==> src/rtl/pcs_synchronization_pkg.sv <==
// Shared types and constants for the 1000BASE-X PCS receive synchronization block.
package pcs_synchronization_pkg;

    typedef enum logic [3:0] {
        LOSS_OF_SYNC     = 4'd0,
        COMMA_DETECT_1   = 4'd1,
        COMMA_DETECT_2   = 4'd2,
        COMMA_DETECT_3   = 4'd3,
        ACQUIRE_SYNC_1   = 4'd4,
        ACQUIRE_SYNC_2   = 4'd5,
        SYNC_ACQUIRED_1  = 4'd6,
        SYNC_ACQUIRED_2  = 4'd7,
        SYNC_ACQUIRED_2A = 4'd8,
        SYNC_ACQUIRED_3  = 4'd9,
        SYNC_ACQUIRED_3A = 4'd10,
        SYNC_ACQUIRED_4  = 4'd11,
        SYNC_ACQUIRED_4A = 4'd12
    } sync_state_e;

    localparam logic [9:0] K28_5_NEG = 10'b0011111010;
    localparam logic [9:0] K28_5_POS = 10'b1100000101;
    localparam logic [9:0] D0_0_NEG  = 10'b1001110100;

    function automatic logic is_sync_acquired(input sync_state_e s);
        logic r;
        case (s)
            SYNC_ACQUIRED_1, SYNC_ACQUIRED_2, SYNC_ACQUIRED_2A,
            SYNC_ACQUIRED_3, SYNC_ACQUIRED_3A,
            SYNC_ACQUIRED_4, SYNC_ACQUIRED_4A: r = 1'b1;
            default:                           r = 1'b0;
        endcase
        return r;
    endfunction

    function automatic logic [1:0] sat_inc2(input logic [1:0] v);
        return (v == 2'd3) ? 2'd3 : v + 2'd1;
    endfunction

endpackage

==> src/rtl/pcs_synchronization_cg_classify.sv <==
// Combinational 8B/10B code-group classifier: invalid / comma / data.
// Running disparity is not tracked, so a sub-block is legal if it is legal for either disparity.
module pcs_cg_classify
    import pcs_synchronization_pkg::*;
(
    input  logic [9:0] code_group,
    output logic       invalid,
    output logic       comma,
    output logic       is_d
);

    logic [5:0] six_s;
    logic [3:0] four_s;
    logic       k28_s;
    logic       kx7_s;

    function automatic logic legal_6b(input logic [5:0] s);
        logic r;
        case (s)
            6'b100111, 6'b011000, 6'b011101, 6'b100010, 6'b101101, 6'b010010,
            6'b110001, 6'b110101, 6'b001010, 6'b101001, 6'b011001, 6'b111000,
            6'b000111, 6'b111001, 6'b000110, 6'b100101, 6'b010101, 6'b110100,
            6'b001101, 6'b101100, 6'b011100, 6'b010111, 6'b101000, 6'b011011,
            6'b100100, 6'b100011, 6'b010011, 6'b110010, 6'b001011, 6'b101010,
            6'b011010, 6'b111010, 6'b000101, 6'b110011, 6'b001100, 6'b100110,
            6'b010110, 6'b110110, 6'b001001, 6'b001110, 6'b101110, 6'b010001,
            6'b011110, 6'b100001, 6'b101011, 6'b010100, 6'b001111, 6'b110000:
                r = 1'b1;
            default: r = 1'b0;
        endcase
        return r;
    endfunction

    function automatic logic legal_4b(input logic [3:0] s);
        logic r;
        case (s)
            4'b1011, 4'b0100, 4'b1001, 4'b0101, 4'b1100, 4'b0011, 4'b1101,
            4'b0010, 4'b1010, 4'b0110, 4'b1110, 4'b0001, 4'b0111, 4'b1000:
                r = 1'b1;
            default: r = 1'b0;
        endcase
        return r;
    endfunction

    // 6b halves that K23.7/K27.7/K29.7/K30.7 share with data, which are K only when followed by an alternate-7 4b block
    function automatic logic kx7_6b(input logic [5:0] s);
        logic r;
        case (s)
            6'b111010, 6'b000101, 6'b110110, 6'b001001,
            6'b101110, 6'b010001, 6'b011110, 6'b100001: r = 1'b1;
            default:                                    r = 1'b0;
        endcase
        return r;
    endfunction

    always_comb begin
        six_s   = code_group[9:4];
        four_s  = code_group[3:0];
        invalid = !(legal_6b(six_s) && legal_4b(four_s));
        comma   = (code_group[9:3] == 7'b0011111) || (code_group[9:3] == 7'b1100000);
        k28_s   = (six_s == 6'b001111) || (six_s == 6'b110000);
        kx7_s   = kx7_6b(six_s) && ((four_s == 4'b1000) || (four_s == 4'b0111));
        is_d    = !invalid && !k28_s && !kx7_s;
    end

endmodule

==> src/rtl/pcs_synchronization.sv <==
// 1000BASE-X PCS receive synchronization: comma alignment, sync acquire/loss FSM,
// and the one-cycle SUDI / rx_even output stage.
module pcs_synchronization
    import pcs_synchronization_pkg::*;
(
    input  logic       clk,
    input  logic       mr_main_reset,
    input  logic       mr_loopback,
    input  logic       signal_detect,
    input  logic [9:0] code_group,
    output logic [9:0] SUDI,
    output logic       code_sync_status,
    output logic       rx_even
);

    sync_state_e state_q, state_d;
    logic [9:0]  sudi_q, sudi_d;
    logic        status_q, status_d;
    logic        rx_even_q, rx_even_d;
    logic [1:0]  good_cgs_q, good_cgs_d;
    logic        sd_prev_q, sd_prev_d;
    logic        sd_hist_vld_q, sd_hist_vld_d;

    logic        invalid_s, comma_s, is_d_s;
    logic        cgbad_s, sd_change_s;

    pcs_cg_classify u_classify (
        .code_group (code_group),
        .invalid    (invalid_s),
        .comma      (comma_s),
        .is_d       (is_d_s)
    );

    // History is treated as equal to signal_detect until the first post-reset edge, which avoids an async data load.
    always_comb begin
        cgbad_s       = invalid_s || (comma_s && rx_even_q);
        sd_change_s   = sd_hist_vld_q && (signal_detect != sd_prev_q);
        sd_prev_d     = signal_detect;
        sd_hist_vld_d = 1'b1;
        sudi_d        = code_group;
    end

    // Next-state selection; loss of signal overrides every state rule.
    always_comb begin
        state_d = state_q;
        case (state_q)
            LOSS_OF_SYNC:     state_d = (comma_s && (signal_detect || mr_loopback)) ? COMMA_DETECT_1 : LOSS_OF_SYNC;
            COMMA_DETECT_1:   state_d = is_d_s ? ACQUIRE_SYNC_1  : LOSS_OF_SYNC;
            COMMA_DETECT_2:   state_d = is_d_s ? ACQUIRE_SYNC_2  : LOSS_OF_SYNC;
            COMMA_DETECT_3:   state_d = is_d_s ? SYNC_ACQUIRED_1 : LOSS_OF_SYNC;
            ACQUIRE_SYNC_1:   state_d = cgbad_s ? LOSS_OF_SYNC :
                                        (comma_s && !rx_even_q) ? COMMA_DETECT_2 : ACQUIRE_SYNC_1;
            ACQUIRE_SYNC_2:   state_d = cgbad_s ? LOSS_OF_SYNC :
                                        (comma_s && !rx_even_q) ? COMMA_DETECT_3 : ACQUIRE_SYNC_2;
            SYNC_ACQUIRED_1:  state_d = cgbad_s ? SYNC_ACQUIRED_2 : SYNC_ACQUIRED_1;
            SYNC_ACQUIRED_2:  state_d = cgbad_s ? SYNC_ACQUIRED_3 : SYNC_ACQUIRED_2A;
            SYNC_ACQUIRED_2A: state_d = cgbad_s ? SYNC_ACQUIRED_3 :
                                        (good_cgs_q == 2'd3) ? SYNC_ACQUIRED_1 : SYNC_ACQUIRED_2A;
            SYNC_ACQUIRED_3:  state_d = cgbad_s ? SYNC_ACQUIRED_4 : SYNC_ACQUIRED_3A;
            SYNC_ACQUIRED_3A: state_d = cgbad_s ? SYNC_ACQUIRED_4 :
                                        (good_cgs_q == 2'd3) ? SYNC_ACQUIRED_2 : SYNC_ACQUIRED_3A;
            SYNC_ACQUIRED_4:  state_d = cgbad_s ? LOSS_OF_SYNC : SYNC_ACQUIRED_4A;
            SYNC_ACQUIRED_4A: state_d = cgbad_s ? LOSS_OF_SYNC :
                                        (good_cgs_q == 2'd3) ? SYNC_ACQUIRED_3 : SYNC_ACQUIRED_4A;
            default:          state_d = LOSS_OF_SYNC;
        endcase
        if (sd_change_s && !mr_loopback) begin
            state_d = LOSS_OF_SYNC;
        end else begin
            state_d = state_d;
        end
    end

    // Moore actions of the state being entered.
    always_comb begin
        rx_even_d  = !rx_even_q;
        status_d   = status_q;
        good_cgs_d = good_cgs_q;
        case (state_d)
            COMMA_DETECT_1, COMMA_DETECT_2, COMMA_DETECT_3: rx_even_d = 1'b1;
            default:                                        rx_even_d = !rx_even_q;
        endcase
        if (state_d == LOSS_OF_SYNC) begin
            status_d = 1'b0;
        end else if (is_sync_acquired(state_d)) begin
            status_d = 1'b1;
        end else begin
            status_d = status_q;
        end
        case (state_d)
            SYNC_ACQUIRED_2, SYNC_ACQUIRED_3, SYNC_ACQUIRED_4:
                good_cgs_d = 2'd0;
            SYNC_ACQUIRED_2A, SYNC_ACQUIRED_3A, SYNC_ACQUIRED_4A:
                good_cgs_d = (state_q == state_d) ? sat_inc2(good_cgs_q) : 2'd1;
            default:
                good_cgs_d = good_cgs_q;
        endcase
    end

    // State, counter, history and output registers.
    always_ff @(posedge clk or negedge mr_main_reset) begin
        if (!mr_main_reset) begin
            state_q       <= LOSS_OF_SYNC;
            sudi_q        <= 10'd0;
            status_q      <= 1'b0;
            rx_even_q     <= 1'b0;
            good_cgs_q    <= 2'd0;
            sd_prev_q     <= 1'b0;
            sd_hist_vld_q <= 1'b0;
        end else begin
            state_q       <= state_d;
            sudi_q        <= sudi_d;
            status_q      <= status_d;
            rx_even_q     <= rx_even_d;
            good_cgs_q    <= good_cgs_d;
            sd_prev_q     <= sd_prev_d;
            sd_hist_vld_q <= sd_hist_vld_d;
        end
    end

    assign SUDI             = sudi_q;
    assign code_sync_status = status_q;
    assign rx_even          = rx_even_q;

endmodule

==> config.mk <==
export PLATFORM = sky130hd
export DESIGN_NAME = pcs_synchronization
export DESIGN_NICKNAME = d
export VERILOG_FILES = /design/src/rtl/pcs_synchronization_pkg.sv /design/src/rtl/pcs_synchronization_cg_classify.sv /design/src/rtl/pcs_synchronization.sv
export SDC_FILE = /design/constraint.sdc
export NUM_CORES = 1
export LEC_CHECK = 0
export ABC_AREA = 1
export CORE_UTILIZATION = 40
export CTS_CLUSTER_SIZE = 30
export DETAILED_ROUTE_END_ITERATION = 10
export GPL_ROUTABILITY_DRIVEN = 1
export PLACE_DENSITY_LB_ADDON = 0.15
export SLEW_MARGIN = 25
export SYNTH_ARGS = -nofsm -noshare
export SYNTH_HDL_FRONTEND = slang
export SYNTH_HIERARCHICAL = 1
export SYNTH_SLANG_ARGS = --single-unit
export TNS_END_PERCENT = 20
==> constraint.sdc <==
create_clock -name clk -period 1.4 [get_ports clk]
set_input_delay 0.42 -clock clk [delete_from_list [all_inputs] [get_ports clk]]
set_output_delay 0.42 -clock clk [all_outputs]
set_load 0.05 [all_outputs]
# Word-level counts from Yosys, hierarchy flattened
# Memories as Yosys holds them, arrays and structs flattened.
# Cells that the tools add are included.
# word_totals
register_bits	20
latch_bits	0
mem_bits_rw	0
romBits	80
input_bits	14
out_inout_bits	12
elab_cells	106
n_memories	2
# op_classes
n_addsub	1
n_mul	0
n_div	0
n_lt_le_gt_ge	0
eq_ne	39
n_shift	0
n_mux	29
bitwise_logic	0
reduce_logical	28
# memory_table
name	depth	word_bits	rd	rd_clocked_by_memory_dff	write_ports	line_no	rtl
(name not given)	64	1	1	0	0	pcs_synchronization_cg_classify.sv:19	case (s)
(name not given)	16	1	1	0	0	pcs_synchronization_cg_classify.sv:36	case (s)
# ops
operator	n
$pmux 4 s13	1
$eq 4x4->1 const B	11
$eq 6x6->1 const B	5
$eq 4x3->1 const B	7
$mux 4	7
$mux 3	8
$eq 4x2->1 const B	4
$eq 6x4->1 const B	2
$eq 6x5->1 const B	2
$mux 1	10
$logic_and 1x1->1	9
$reduce_or 3->1	3
$eq 4x1->1 const B	2
$logic_not 4->1	2
$reduce_or 8->1	1
$eq 7x5->1 const B	1
$eq 7x7->1 const B	1
$reduce_or 7->1	1
$eq 6x3->1 const B	1
$logic_not 1->1	5
$logic_or 1x1->1	5
$eq 4x4->1	1
$mux 2	2
$pmux 2 s2	1
other kinds (4)	5

# Depth between registers and ports, before layout
# depth
ltp_word	15
depth_mapped	20
depth_no_buf	20

# Cells and area by module
# Netlist, hierarchy kept.
# by_module_without_submodules
module	instances	cells_each	area_each_um2
pcs_synchronization	1	138	1034.7
pcs_cg_classify	1	53	252.7

# Worst setup path after synthesis
# Ideal clock, no wire load.
# synth_timing
path_type	input to register
from	input port code_group[8]
to	register good_cgs_q[1]
setup_time_ns	0.074
arrival_ns	1.940
required_time_ns	1.326
path_slack_ns	-0.614
path_stages	14
cell_sequence	nor2_1 nand3_1 mux2i_1 nand2_1 nand2_1 inv_1 nand3_1 and2_4 nand2_2 nand2_2 nor2_1 o21ai_1 nand3_1 o21ai_2
# synth_via
word_cells_on_any_way	57
cone_classes	eq/ne: 19; mux: 20; reduce/logical: 17; memory: 1
# synth_lines
element	line_no	rtl
from (decl)	pcs_synchronization.sv:10	input logic [9:0] code_group,
$eq 7x5->1 or $eq 7x7->1 (tied branches)	pcs_synchronization_cg_classify.sv:60	comma = (code_group[9:3] == 7'b0011111) || (code_group[9:3] == 7'b1100000);
$logic_or 1x1->1 *	pcs_synchronization_cg_classify.sv:60	
named net comma_s	pcs_synchronization.sv:24	logic invalid_s, comma_s, is_d_s;
$logic_and 1x1->1 (on tied branches)	pcs_synchronization.sv:52, pcs_synchronization.sv:54, pcs_synchronization.sv:36	
$mux 3, or another cell as far along	pcs_synchronization.sv:54	(comma_s && !rx_even_q) ? COMMA_DETECT_3 : ACQUIRE_SYNC_2;
$mux 3, or another cell as far along	pcs_synchronization.sv:53	ACQUIRE_SYNC_2: state_d = cgbad_s ? LOSS_OF_SYNC :
$pmux 4 s13 *	pcs_synchronization.sv:46	case (state_q)
$mux 4 *	pcs_synchronization.sv:67	if (sd_change_s && !mr_loopback) begin
$eq 4x4->1, or another cell as far along	pcs_synchronization.sv:90	case (state_d)
$reduce_or 3->1 or $mux 2 (tied branches)	pcs_synchronization.sv:90, pcs_synchronization.sv:94	
$pmux 2 s2 or $reduce_bool 2->1 (tied branches)	n/a	
to (signal assigned)	pcs_synchronization.sv:115	good_cgs_q <= good_cgs_d;
to (decl)	pcs_synchronization.sv:20	logic [1:0] good_cgs_q, good_cgs_d;
# The timed path passes the listed nets; every way through them passes the cells marked *.
# A chain may end at the register's enable or synchronous reset.

# Worst setup path after layout
# layout_timing
from	input port code_group[7]
to	register good_cgs_q[0]
# layout_via
elab_chain_cells	12
word_cells_on_any_way	57
cone_classes	eq/ne: 19; mux: 20; reduce/logical: 17; memory: 1
# layout_rtl
element	line_no	rtl
branches (longest 5 deep; another with $mem_v2 64x1)	n/a	
$logic_and 1x1->1 *	pcs_synchronization_cg_classify.sv:63	is_d = !invalid && !k28_s && !kx7_s;
named net is_d_s	pcs_synchronization.sv:24	
$mux 3 (on tied branches)	pcs_synchronization.sv:49, pcs_synchronization.sv:48, pcs_synchronization.sv:50	
$pmux 4 s13 *	pcs_synchronization.sv:46	
$mux 4 *	pcs_synchronization.sv:67	
$eq 4x4->1, or another cell as far along	pcs_synchronization.sv:90	
$reduce_or 3->1 or $mux 2 (tied branches)	pcs_synchronization.sv:90, pcs_synchronization.sv:94	
$pmux 2 s2 or $reduce_bool 2->1 (tied branches)	n/a	
# Mark *: on every way through the listed nets, which the timed path passes.

==> load_flow_metrics.sql <==
INSERT INTO impl_metrics (metric_group, metric, value, unit) VALUES
('routing', 'detail_route.vias_per_cell', '4.74', ''),
('cts', 'numCtsBuffers', '3', ''),
('finish', 'fraction_of_layout_instances_using_a_drive_strength_above_1', '53.3', '%'),
('worst_setup_path', 'ordered_list_of_cells_on_the_worst_path', 'buf_12, nor2_4, buf_4, o21ai_2, nand2_1, nor3_2, nor2_4, buf_4, nand3_2, nand2_1, nor2_2, nand3_4, nand3_2, nand2_2, nor2_4, nand3_2, nand2_1, nand2_1', ''),
('worst_setup_path', 'rr_worst_depth', '13', ''),
('hold_path', 'min_path_cells', '1', ''),
('sta', 'fin_ws', '-446', 'ps'),
('global_route', 'first_global_vias', '1357', ''),
('pwr', 'p_total', '1.57', 'mW'),
('sta', 'rsz_0062_raised_after_global_routing', 'yes', ''),
('floorplanning', 'placementRows', '20', ''),
('pwr', 'total_leakage_power', '1.14', 'nW'),
('floorplanning', 'fp.dieW', '58.7', 'um'),
('sta', 'hold-worst-slack', '234', 'ps'),
('cts', 'tritoncts_clock_tree', 'built', ''),
('logic_synthesis', 'synth_warnings', '6', ''),
('global_route', 'grt_util_all_layers', '21.0', '%'),
('floorplanning', 'die_area', '3450', 'um^2'),
('finish', 'postLayoutCoreUtil', '71.9', '%'),
('logic_synthesis', 'synth.largest_area_cell', 'sky130_fd_sc_hd__dfrtp_1', ''),
('global_route', 'first_pass_grt_wire_length', '5510', 'um'),
('worst_setup_path', 'r2r-start', 'state_q[1]', ''),
('sta', 'setup_viol', '9', ''),
('finish', 'sequential_cell_area', '500', 'um^2'),
('logic_synthesis', 'synth.area.top_cells', 'sky130_fd_sc_hd__dfrtp_1, sky130_fd_sc_hd__nand2_1, sky130_fd_sc_hd__nand3_1', ''),
('sta', 'finalClockSkew', '11.1', 'ps'),
('hold_path', 'hold_start', 'code_group[5]', ''),
('pwr', 'vdd.ir_drop.worst', '432', 'uV'),
('sta', 'drv_slew', '0', ''),
('worst_setup_path', 'ff2ff_setup_slack', '-370', 'ps'),
('floorplanning', 'initial_core_util', '42.2', '%'),
('logic_synthesis', 'netlist_area', '1290', 'um^2'),
('worst_setup_path', 'required', '1610', 'ps'),
('routing', 'via_count', '1357', ''),
('logic_synthesis', 'mappedNetlistNets', '205', ''),
('worst_setup_path', 'cpMostUsedCell', 'sky130_fd_sc_hd__nand2_1', ''),
('sta', 'timing.final.crit_period', '1850', 'ps'),
('run_status', 'failed_checks', 'setup timing', ''),
('place', 'number_of_buffer_cells_added_on_primary_ports', '25', ''),
('finish', 'multi_input_combinational_cell_area', '893', 'um^2'),
('global_route', 'antenna_found_initial', '0', ''),
('routing', 'route.detailed.drc', '0', ''),
('run_status', 'outcome', 'finished, violations left', ''),
('logic_synthesis', 'synth_largest_type_area_fraction', '38.9', '%'),
('hold_path', 'min_path_type', 'input port to flop', ''),
('finish', 'stdcell_area', '2190', 'um^2'),
('place', 'placed_cell_area', '1910', 'um^2'),
('flow_run', 'drv.max_cap_violation_count', '0', ''),
('global_route', 'grt_max_degree', '21', ''),
('cts', 'postCtsHoldBufs', '0', ''),
('logic_synthesis', 'syn-mean-instance-area', '6.74', 'um^2'),
('routing', 'starting_drt_drc_count', '43', ''),
('logic_synthesis', 'post_synth_inst_count', '191', ''),
('sta', 'max_freq', '0.542', 'GHz'),
('routing', 'detail-route-antenna-nets', '0', ''),
('worst_setup_path', 'worstPathArrival', '2060', 'ps'),
('logic_synthesis', 'synthDistinctLibCells', '21', ''),
('floorplanning', 'boundaryPins', '26', ''),
('hold_path', 'hold-path-endpoint', 'SUDI[5]', ''),
('worst_setup_path', 'cp_slowest_stage_delay', '180', 'ps'),
('finish', 'area_growth_from_synthesis_to_final_layout', '70.5', '%'),
('sta', 'setup_total_negative_slack', '-2290', 'ps'),
('cts', 'ctsHtreeMaxLevel', '1', ''),
('logic_synthesis', 'postSynthRegisterBits', '20', ''),
('finish', 'num-fill-cells', '261', ''),
('logic_synthesis', 'synth.yosys.seq_area_share', '38.9', '%'),
('worst_setup_path', 'critPathLaunchType', 'input port', ''),
('floorplanning', 'die_height', '58.7', 'um'),
('global_route', 'overflow', '0', ''),
('pwr', 'power_density', '715', 'nW/um^2'),
('cts', 'clock-root-buffer', 'sky130_fd_sc_hd__clkbuf_4', '');
## registers in the layout, indices dropped and copies added, names as in the netlist
name and flops:
SUDI 10, code_sync_status 1, good_cgs_q 2, rx_even 1, sd_hist_vld_q 1, sd_prev_q 1, state_q 4
## cells by family (layout without fill, tap and decap cells)
| family | after synthesis | after routing | synth area share (%) |
|---|---|---|---|
| simple gates | 123 | 123 | 44.2 |
| buf+inv | 33 | 84 | 9.82 |
| flops | 20 | 20 | 38.9 |
| compound gates | 12 | 12 | 5.35 |
| other cells | 1 | 1 | 0.291 |
| xor+xnor | 1 | 1 | 0.680 |
| mux | 1 | 1 | 0.777 |
## Yosys cell counts
library cell	instances
sky130_fd_sc_hd__a21oi_1	1
sky130_fd_sc_hd__and2_4	1
sky130_fd_sc_hd__conb_1	1
sky130_fd_sc_hd__dfrtp_1	20
sky130_fd_sc_hd__inv_1	25
sky130_fd_sc_hd__inv_2	7
sky130_fd_sc_hd__inv_4	1
sky130_fd_sc_hd__mux2i_1	1
sky130_fd_sc_hd__nand2_1	59
sky130_fd_sc_hd__nand2_2	8
sky130_fd_sc_hd__nand3_1	20
sky130_fd_sc_hd__nand3_2	5
sky130_fd_sc_hd__nand4_1	1
sky130_fd_sc_hd__nor2_1	21
sky130_fd_sc_hd__nor2_2	7
sky130_fd_sc_hd__nor3_2	1
sky130_fd_sc_hd__o21ai_0	2
sky130_fd_sc_hd__o21ai_1	6
sky130_fd_sc_hd__o21ai_2	2
sky130_fd_sc_hd__o22ai_1	1
sky130_fd_sc_hd__xor2_1	1
## worst max-delay path, delay by kind of cell
family	cells	cell delay, ps
buffers and inverters	3	360
AO/OA/AOI/OAI	1	110
AND/OR/NAND/NOR	14	1160
## cell usage in the layout (no fill, tap or decap), drive strengths merged
cell and n:
nand2 67, buf 44, inv 33, nor2 28
nand3 25, dfrtp 20, o21ai 10, clkbuf 3
clkdlybuf4s50 3, and2 1, xor2 1, o22ai 1
bufinv 1, conb 1, a21oi 1, nand4 1
nor3 1, mux2i 1
## cell type report
| class | count | area share, % |
|---|---|---|
| Inverter | 33 | 5.99 |
| Multi-Input combinational cell | 138 | 40.7 |
| Clock inverter | 1 | 1.37 |
| Tap cell | 44 | 2.51 |
| Timing Repair Buffer | 47 | 25.6 |
| Clock buffer | 3 | 1.03 |
| Sequential cell | 20 | 22.8 |
## how the worst max path moves through the flow
stage	end	slack (ps)	start
after floorplan	good_cgs_q[0]	-490	code_group[9]
after global placement	good_cgs_q[1]	-1210	code_group[7]
after detailed placement	good_cgs_q[0]	-1280	code_group[6]
after CTS	good_cgs_q[0]	-470	code_group[6]
after global routing	good_cgs_q[0]	-590	code_group[7]
final	good_cgs_q[0]	-450	code_group[7]
## where the power goes
part | internal (mW) | total [mW] | leakage [nW] | switching (mW)
logic | 0.222 | 0.474 | 0.862 | 0.253
registers | 0.604 | 0.625 | 0.250 | 0.0209
clock network | 0.289 | 0.471 | 0.0279 | 0.181
total | 1.12 | 1.57 | 1.14 | 0.455
## layer usage
| metal | share of wire [%] | track usage (%) | up-vias |
|---|---|---|---|
| met5 | 0 | 0 | - |
| met4 | 1.3 | 9.86 | 0 |
| met3 | 3.1 | 3.08 | 6 |
| met2 | 55 | 37.2 | 26 |
| met1 | 40 | 24.7 | 631 |
| li1 | - | - | 694 |
## repair_timing
action	4_1_cts	5_1_grt
setup endpoints to repair	9	9
pin swaps	21	34
buffers inserted	2	1
resized for setup	63	54
No activity file was read; power rests on OpenSTA's default activity.
